===== src/rtl/bist_march_ctrl.sv =====
// March C- self-test sequencer for a 64x8 single-port SRAM with registered read address.
// Drives the RAM pins, checks every read, and reports pass/fail plus first-failure data.
module bist_march_ctrl #(
   parameter int                ADDR_W       = 6,
   parameter int                DATA_W       = 8,
   parameter int                DEPTH        = 64,
   parameter logic [DATA_W-1:0] PATTERN      = '0,
   parameter bit                STOP_ON_FAIL = 1'b0
) (
   input  logic              clk,
   input  logic              rst,
   input  logic              start,
   output logic [DATA_W-1:0] ram_data,
   output logic [ADDR_W-1:0] ram_addr,
   output logic              ram_re,
   input  logic [DATA_W-1:0] ram_q,
   output logic              busy,
   output logic              done,
   output logic              pass,
   output logic              fail,
   output logic [7:0]        err_cnt,
   output logic [2:0]        fail_elem,
   output logic [ADDR_W-1:0] fail_addr,
   output logic [DATA_W-1:0] fail_exp,
   output logic [DATA_W-1:0] fail_act
);

   typedef enum logic [2:0] {S_IDLE, S_WR, S_RD, S_CMP, S_DONE} state_t;

   localparam logic [ADDR_W-1:0] LAST = ADDR_W'(DEPTH - 1);

   state_t            r_state, w_state_nxt;
   logic [2:0]        r_elem, w_elem_nxt, w_elem_inc;
   logic [ADDR_W-1:0] r_addr, w_addr_nxt;
   logic [DATA_W-1:0] r_data, w_data_nxt;
   logic              r_re, w_re_nxt;
   logic              r_busy, r_done, r_pass, r_fail, w_fail_nxt;
   logic [7:0]        r_err, w_err_nxt;
   logic [2:0]        r_fail_elem, w_fail_elem_nxt;
   logic [ADDR_W-1:0] r_fail_addr, w_fail_addr_nxt;
   logic [DATA_W-1:0] r_fail_exp, w_fail_exp_nxt, r_fail_act, w_fail_act_nxt;
   logic              w_mis, w_clear, w_term;

   function automatic logic f_down(input logic [2:0] elem);
      return (elem == 3'd3) || (elem == 3'd4);
   endfunction

   // Value written by each element; M5 never writes.
   function automatic logic [DATA_W-1:0] f_wval(input logic [2:0] elem);
      return (elem == 3'd1 || elem == 3'd3) ? ~PATTERN : PATTERN;
   endfunction

   function automatic logic [DATA_W-1:0] f_rval(input logic [2:0] elem);
      return (elem == 3'd2 || elem == 3'd4) ? ~PATTERN : PATTERN;
   endfunction

   assign w_elem_inc = r_elem + 3'd1;
   assign w_mis      = (r_state == S_CMP) && (ram_q != f_rval(r_elem));
   assign w_term     = f_down(r_elem) ? (r_addr == '0) : (r_addr == LAST);

   always_comb begin
      w_state_nxt = r_state;
      w_elem_nxt  = r_elem;
      w_addr_nxt  = r_addr;
      w_clear     = 1'b0;
      case (r_state)
         S_IDLE, S_DONE: begin
            if (start) begin
               w_state_nxt = S_WR;
               w_elem_nxt  = 3'd0;
               w_addr_nxt  = '0;
               w_clear     = 1'b1;
            end
         end
         S_WR: begin
            if (r_addr == LAST) begin
               w_state_nxt = S_RD;
               w_elem_nxt  = 3'd1;
               w_addr_nxt  = '0;
            end else begin
               w_addr_nxt  = r_addr + 1'b1;
            end
         end
         S_RD: w_state_nxt = S_CMP;
         S_CMP: begin
            if (STOP_ON_FAIL && w_mis) begin
               w_state_nxt = S_DONE;
            end else if (w_term) begin
               if (r_elem == 3'd5) begin
                  w_state_nxt = S_DONE;
               end else begin
                  w_state_nxt = S_RD;
                  w_elem_nxt  = w_elem_inc;
                  w_addr_nxt  = f_down(w_elem_inc) ? LAST : '0;
               end
            end else begin
               w_state_nxt = S_RD;
               w_addr_nxt  = f_down(r_elem) ? r_addr - 1'b1 : r_addr + 1'b1;
            end
         end
         default: w_state_nxt = S_IDLE;
      endcase

      // RAM pins are computed for the upcoming cycle so they leave straight from flops.
      w_re_nxt   = !((w_state_nxt == S_WR) || (w_state_nxt == S_CMP && w_elem_nxt != 3'd5));
      w_data_nxt = w_re_nxt ? r_data : f_wval(w_elem_nxt);

      w_fail_nxt      = r_fail | w_mis;
      w_err_nxt       = (w_mis && r_err != 8'hFF) ? r_err + 8'd1 : r_err;
      w_fail_elem_nxt = r_fail_elem;
      w_fail_addr_nxt = r_fail_addr;
      w_fail_exp_nxt  = r_fail_exp;
      w_fail_act_nxt  = r_fail_act;
      if (w_clear) begin
         w_fail_nxt      = 1'b0;
         w_err_nxt       = '0;
         w_fail_elem_nxt = '0;
         w_fail_addr_nxt = '0;
         w_fail_exp_nxt  = '0;
         w_fail_act_nxt  = '0;
      end else if (w_mis && !r_fail) begin
         w_fail_elem_nxt = r_elem;
         w_fail_addr_nxt = r_addr;
         w_fail_exp_nxt  = f_rval(r_elem);
         w_fail_act_nxt  = ram_q;
      end
   end

   always_ff @(posedge clk or posedge rst) begin
      if (rst) begin
         r_state     <= S_IDLE;
         r_elem      <= '0;
         r_addr      <= '0;
         r_data      <= '0;
         r_re        <= 1'b1;
         r_busy      <= 1'b0;
         r_done      <= 1'b0;
         r_pass      <= 1'b0;
         r_fail      <= 1'b0;
         r_err       <= '0;
         r_fail_elem <= '0;
         r_fail_addr <= '0;
         r_fail_exp  <= '0;
         r_fail_act  <= '0;
      end else begin
         r_state     <= w_state_nxt;
         r_elem      <= w_elem_nxt;
         r_addr      <= w_addr_nxt;
         r_data      <= w_data_nxt;
         r_re        <= w_re_nxt;
         r_busy      <= (w_state_nxt == S_WR) || (w_state_nxt == S_RD) || (w_state_nxt == S_CMP);
         r_done      <= (w_state_nxt == S_DONE);
         r_pass      <= (w_state_nxt == S_DONE) && !w_fail_nxt;
         r_fail      <= w_fail_nxt;
         r_err       <= w_err_nxt;
         r_fail_elem <= w_fail_elem_nxt;
         r_fail_addr <= w_fail_addr_nxt;
         r_fail_exp  <= w_fail_exp_nxt;
         r_fail_act  <= w_fail_act_nxt;
      end
   end

   assign ram_data  = r_data;
   assign ram_addr  = r_addr;
   assign ram_re    = r_re;
   assign busy      = r_busy;
   assign done      = r_done;
   assign pass      = r_pass;
   assign fail      = r_fail;
   assign err_cnt   = r_err;
   assign fail_elem = r_fail_elem;
   assign fail_addr = r_fail_addr;
   assign fail_exp  = r_fail_exp;
   assign fail_act  = r_fail_act;

endmodule


===== config.mk =====
export PLATFORM = sky130hd
export DESIGN_NAME = bist_march_ctrl
export DESIGN_NICKNAME = d
export VERILOG_FILES = /design/src/rtl/bist_march_ctrl.sv
export SDC_FILE = /design/constraint.sdc
export NUM_CORES = 1
export LEC_CHECK = 0
export CAP_MARGIN = 20
export CORE_UTILIZATION = 45
export CTS_BUF_LIST = sky130_fd_sc_hd__clkbuf_8
export DETAILED_ROUTE_END_ITERATION = 8
export GPL_ROUTABILITY_DRIVEN = 0
export GPL_TIMING_DRIVEN = 1
export PLACE_DENSITY = 0.75
export SETUP_SLACK_MARGIN = 0.3
export SLEW_MARGIN = 0
export SYNTH_ARGS = -nofsm -noshare
export SYNTH_HDL_FRONTEND = slang
export SYNTH_SLANG_ARGS = --single-unit

===== constraint.sdc =====
create_clock -name clk -period 2.9 [get_ports clk]
set_input_delay 0.87 -clock clk [delete_from_list [all_inputs] [get_ports clk]]
set_output_delay 0.87 -clock clk [all_outputs]
set_load 0.1 [all_outputs]

# Yosys cells after proc, flatten, opt, wreduce, memory -nomap -nowiden

Cells that the tools add are included.
Widths: inputs -> output; s select.

Word-level logic and storage cells: 96
Flip-flop bits (word level): 58
Input port bits: 11
Output and inout bits: 52

Bitwise operators: 1
Eq/ne operators: 22
Mux-type cells: 33
Add/subtract/negate cells: 4
Reductions and logical operators: 22

Operators by type and width:

| cell                | number |
|---|---|
| $mux 8              | 8 |
| $mux 6              | 8 |
| $mux 3              | 10 |
| $eq 3x2->1 const B  | 8 |
| $pmux 6 s3          | 1 |
| $eq 3x3->1 const B  | 5 |
| $pmux 3 s4          | 1 |
| $eq 3x1->1 const B  | 3 |
| $pmux 3 s3          | 1 |
| $add 8x1->8 const B | 1 |
| $ne 8x8->1          | 1 |
| $ne 8x8->1 const B  | 1 |
| $logic_or 1x1->1    | 7 |
| $add 6x1->6 const B | 1 |
| $eq 6x6->1 const B  | 1 |
| $logic_not 6->1     | 1 |
| $ne 3x3->1 const B  | 2 |
| $sub 6x1->6 const B | 1 |
| $logic_and 1x1->1   | 5 |
| $mux 1              | 4 |
| $reduce_bool 2->1   | 2 |
| $add 3x1->3 const B | 1 |
| $logic_not 1->1     | 3 |
| $logic_not 3->1     | 1 |
| 5 further kinds     | 5 |

# Longest topological paths before layout

Word-level depth: 9
Gate-level depth with buffers: 8
Mapped depth without buffers: 8

# Worst setup path after synthesis

OpenSTA, ideal clock, no wires.

Kind: reg-to-reg
Start: reg r_addr[0], in the netlist ram_addr[0]
End: reg r_data[6], in the netlist ram_data[6]
Setup slack: 0.235 ns
Stages on the path, launching flop included: 8
Path buffers: 0
Data required time: 2.763 ns
Data arrival time: 2.529 ns
Clock period less this slack: 2.665 ns
Cell sequence: dfrtp_1 -> ha_1 -> and4_1 -> nand2_2 -> o21a_2 -> o311a_1 -> a31oi_1 -> o22ai_1

Cells in the longest elaborated chain, start to end: 7

RTL lines:

| item                                                         | RTL line | source |
|---|---|---|
| start: declaration                                           | 34       | `logic [ADDR_W-1:0] r_addr, w_addr_nxt;` |
| start signal: assignment                                     | 148      | `r_addr <= w_addr_nxt;` |
| $eq 6x6->1 / $logic_not 6->1 (equally long branches)         | 59, 76   |  |
| $mux 1                                                       | 59       | `assign w_term = f_down(r_elem) ? (r_addr == '0) : (r_addr == LAST);` |
| $mux 3                                                       | 88       | `end else if (w_term) begin` |
| $pmux 3 s3 / $pmux 3 s4 (equally long branches)              | 66       | `case (r_state)` |
| $eq 3x1->1 (tied with other cells)                           | 50       | `return (elem == 3'd1 \|\| elem == 3'd3) ? ~PATTERN : PATTERN;` |
| $logic_or 1x1->1 / $logic_and 1x1->1 (equally long branches) | 50, 105  |  |
| $mux 8 / $logic_or 1x1->1 (equally long branches)            | 50, 105  |  |
| end signal: assignment                                       | 149      | `r_data <= w_data_nxt;` |
| end: declaration                                             | 35       | `logic [DATA_W-1:0] r_data, w_data_nxt;` |

Parallel ways exist; a longest one is shown, timed or not.
A chain may end at the register's enable or synchronous reset.

# Final worst setup path

Start: in ram_q[3]
End: reg r_err[6], in the netlist err_cnt[6]

Cells in the longest elaborated chain, start to end: 4

RTL lines:

| item                        | RTL line | source |
|---|---|---|
| start: declaration          | 16       | `input logic [DATA_W-1:0] ram_q,` |
| $ne 8x8->1                  | 58       | `assign w_mis = (r_state == S_CMP) && (ram_q != f_rval(r_elem));` |
| $logic_and 1x1->1           | 58       |  |
| $logic_and 1x1->1           | 109      | `w_err_nxt = (w_mis && r_err != 8'hFF) ? r_err + 8'd1 : r_err;` |
| $reduce_bool 2->1 (no line) | -        |  |
| end signal: assignment      | 155      | `r_err <= w_err_nxt;` |
| end: declaration            | 38       | `logic [7:0] r_err, w_err_nxt;` |

No other way between the ends.

==> flow_metrics.tcl <==
set metrics [dict create \
    worst_pin_slew_ns 0.784 \
    fin_crit_sh 0.842 \
    clk_latency_ns 0.30 \
    p_leak_nw 1.42 \
    slew_viol_final 0 \
    fin_cells 410 \
    layout-drive-gt1-share 0.228 \
    finalHoldViolations 0 \
    overflow 0 \
    diodes 0 \
    synth_area_um2 2610 \
    synth_nets 307 \
    clkTransAtPathRegs_ns 0.08 \
    dp_cells 402 \
    netlist_instances 289 \
    cap_violations 0 \
    fin_nets 355 \
    dr.pass1.iters 4 \
    syn_to_final_growth_pct 21.8 \
    cts_htree_levels 2 \
    grt_util_all_layers 0.208 \
    grt_start_max_net_pins 36 \
    drc 0 \
    wl_mm 5.94 \
    peakVddDrop_v 0.000427 \
    portBuffers 62 \
    synth.area.top_cells "dfrtp_1 41%, nand2_1 7.3%, o21ai_0 5.2%" \
    period_minus_slack_ns 2.44 \
    dieArea_um2 6110 \
    yosysTopAreaCell "dfrtp_1" \
    ys.flop_type "dfrtp_1" \
    crit_path_end_kind "flop" \
    postRouteAntennaNets 0 \
    design_area_um2 3180 \
    required_ns 3.08 \
    worstPathArrival_ns 2.62 \
    seq_area_frac_synth 0.423 \
    async_flop_share 1.00 \
    antenna_found_initial 0 \
    start_util 0.471 \
    place_area_um2 3070 \
    rsz0062_at_grt "false" \
    clk_path_buf_depth 2 \
    cts.repair.resized 0 \
    tns_ns 0 \
    cp_max_fo 7 \
    num_io_pins 63 \
    synth-edff-count 0 \
    fmax_mhz 409 \
    setup_viol 0 \
    vias_per_cell 5.48 \
    hold_ws_ns 0.531 \
    vias 2245 \
    rows 27 \
    slew_headroom 0.474 \
    status "finished clean" \
    power_density_nw_per_um2 508 \
    critical_path_class "in2reg" \
    avgSynthCellArea_um2 9.03 \
    hold_buffers 0 \
    ctsRootBufferMaster "clkbuf_8" \
    hp-class "reg2reg" \
    r2r_setup_slack_ns 0.49 \
    cts_inserted_buffers 5 \
    clkSinkCount 44 \
    grt_pass1_vias 2097 \
    post_cts_buffers 0 \
    yosys_warnings 0 \
    first_iter_violations 94 \
    grt_pass1_wl_mm 9.96 \
    synth_cell_types 54 \
    core-area_um2 5540 \
    wl_per_cell_um 14.5 \
    synth_top_area_share 0.412 \
    finClkSkew_ns 0.00610 \
    cp-start-kind "primary input" \
    p_total_mw 1.61 \
    synth_seq_cells 44 \
    cts_tree "built" \
    hpwl_mm 4.33 \
    die_h_um 78.1 \
    die_w_um 78.1 \
]
==> cell type report <==
| cell class | count | area, um^2 |
|---|---|---|
| clock inverter | 3 | 38.8 |
| tap | 72 | 90.1 |
| multi-input combinational | 206 | 1280 |
| timing repair buffer | 68 | 548 |
| sequential | 44 | 1100 |
| clock buffer | 5 | 68.8 |
| fill | 514 | 2360 |
| inverter | 12 | 45.0 |
==> kinds of logic (layout without fill, tap and decap cells) <==
| family | after synthesis | count (layout) | synth area share |
|---|---|---|---|
| AND/OR/NAND/NOR | 115 | 115 | 0.224 |
| multiplexers | 6 | 6 | 0.0249 |
| XOR/XNOR | 9 | 9 | 0.0302 |
| flip-flops | 44 | 44 | 0.423 |
| AO/OA/AOI/OAI | 68 | 68 | 0.175 |
| adder cells (fa/ha/maj) | 8 | 8 | 0.0374 |
| buffers and inverters | 39 | 88 | 0.0858 |
==> report_power, final <==
part	switching (mW)	leakage, nW	internal [mW]
registers	0.0497	0.532	0.652
clock network	0.210	0.0593	0.252
logic	0.358	0.829	0.0914
total	0.617	1.42	0.996
==> cell usage after synthesis (all sizes together), types with 4 or more instances <==
cell type / number
mux2i: 5
o211ai: 4
nand4: 7
a21oi: 4
nor3: 7
inv: 12
xor2: 7
ha: 7
nor2: 18
buf: 22
o21a: 5
nand2: 54
nor4: 5
o21ai: 31
clkbuf: 5
dfrtp: 43
==> layer usage <==
layer  up-vias  track usage  part of all wire
met5         -            0                 0
met4         0       0.0611             0.013
met3         6       0.0453             0.062
met2        73        0.343              0.47
met1      1058        0.275              0.45
li1       1108            -                 -
==> per-stage QoR <==
step	utilization	setup WS (ns)
4_1_cts	0.574	0.469
2_1_floorplan	-	0.392
5_1_grt	0.574	0.320
3_5_place_dp	0.554	0.157
6_report	0.574	0.457
3_3_place_gp	0.554	0.217
==> registers in the layout, indices dropped and copies added (netlist names) <==
| name | flops |
|---|---|
| busy | 1 |
| ram_re | 1 |
| ram_data | 1 |
| ram_addr | 6 |
| pass | 1 |
| fail_addr | 6 |
| fail_exp | 1 |
| err_cnt | 8 |
| r_elem | 3 |
| fail | 1 |
| done | 1 |
| r_state | 3 |
| fail_act | 8 |
| fail_elem | 3 |
==> worst paths after layout <==
check,from,endpoint,cells past startpoint
setup reg to reg,r_elem[0]$_DFF_PP0_,ram_addr[3]$_DFFE_PP0P_,8
max in group asynchronous,rst,ram_addr[1]$_DFFE_PP0P_,3
hold / removal,fail_act[0]$_DFFE_PP0P_,fail_act[0]$_DFFE_PP0P_,2
min in group asynchronous,rst,err_cnt[4]$_DFFE_PP0P_,2
setup / recovery,ram_q[3],err_cnt[6]$_DFFE_PP0P_,7
hold reg to reg,fail_act[0]$_DFFE_PP0P_,fail_act[0]$_DFFE_PP0P_,2
==> critical path, cell delays in order <==
cell and delay, ns:
clkdlybuf4s50_1 0.52, nor4_1 0.08, and3_1 0.24, nor4_4 0.50, nand2_2 0.13, o211ai_1 0.18, o31ai_1 0.10
==> layout by cell type, fill, tap and decap left out, types with 2 or more instances in the layout <==
cell	count
buf_4	57
nand2_1	51
dfrtp_1	41
o21ai_0	27
nor2_1	18
inv_1	12
clkdlybuf4s50_1	10
nand4_1	7
nor3_1	7
xor2_1	7
ha_1	7
mux2i_1	5
clkbuf_8	5
o211ai_1	4
o21ai_1	4
o21a_1	4
a21oi_1	4
and2_1	3
nand2_2	3
nor4_1	3
and3_1	3
and4_1	3
nand3_1	3
nand2b_1	3
nor2b_1	3
nor4_4	2
xnor2_1	2
a31oi_1	2
a22o_1	2
a32o_1	2
o2111ai_1	2
o311a_1	2
a21o_1	2
o221ai_1	2
or4_1	2
dfrtp_2	2
Note: power is estimated with default switching activity, not from simulation.
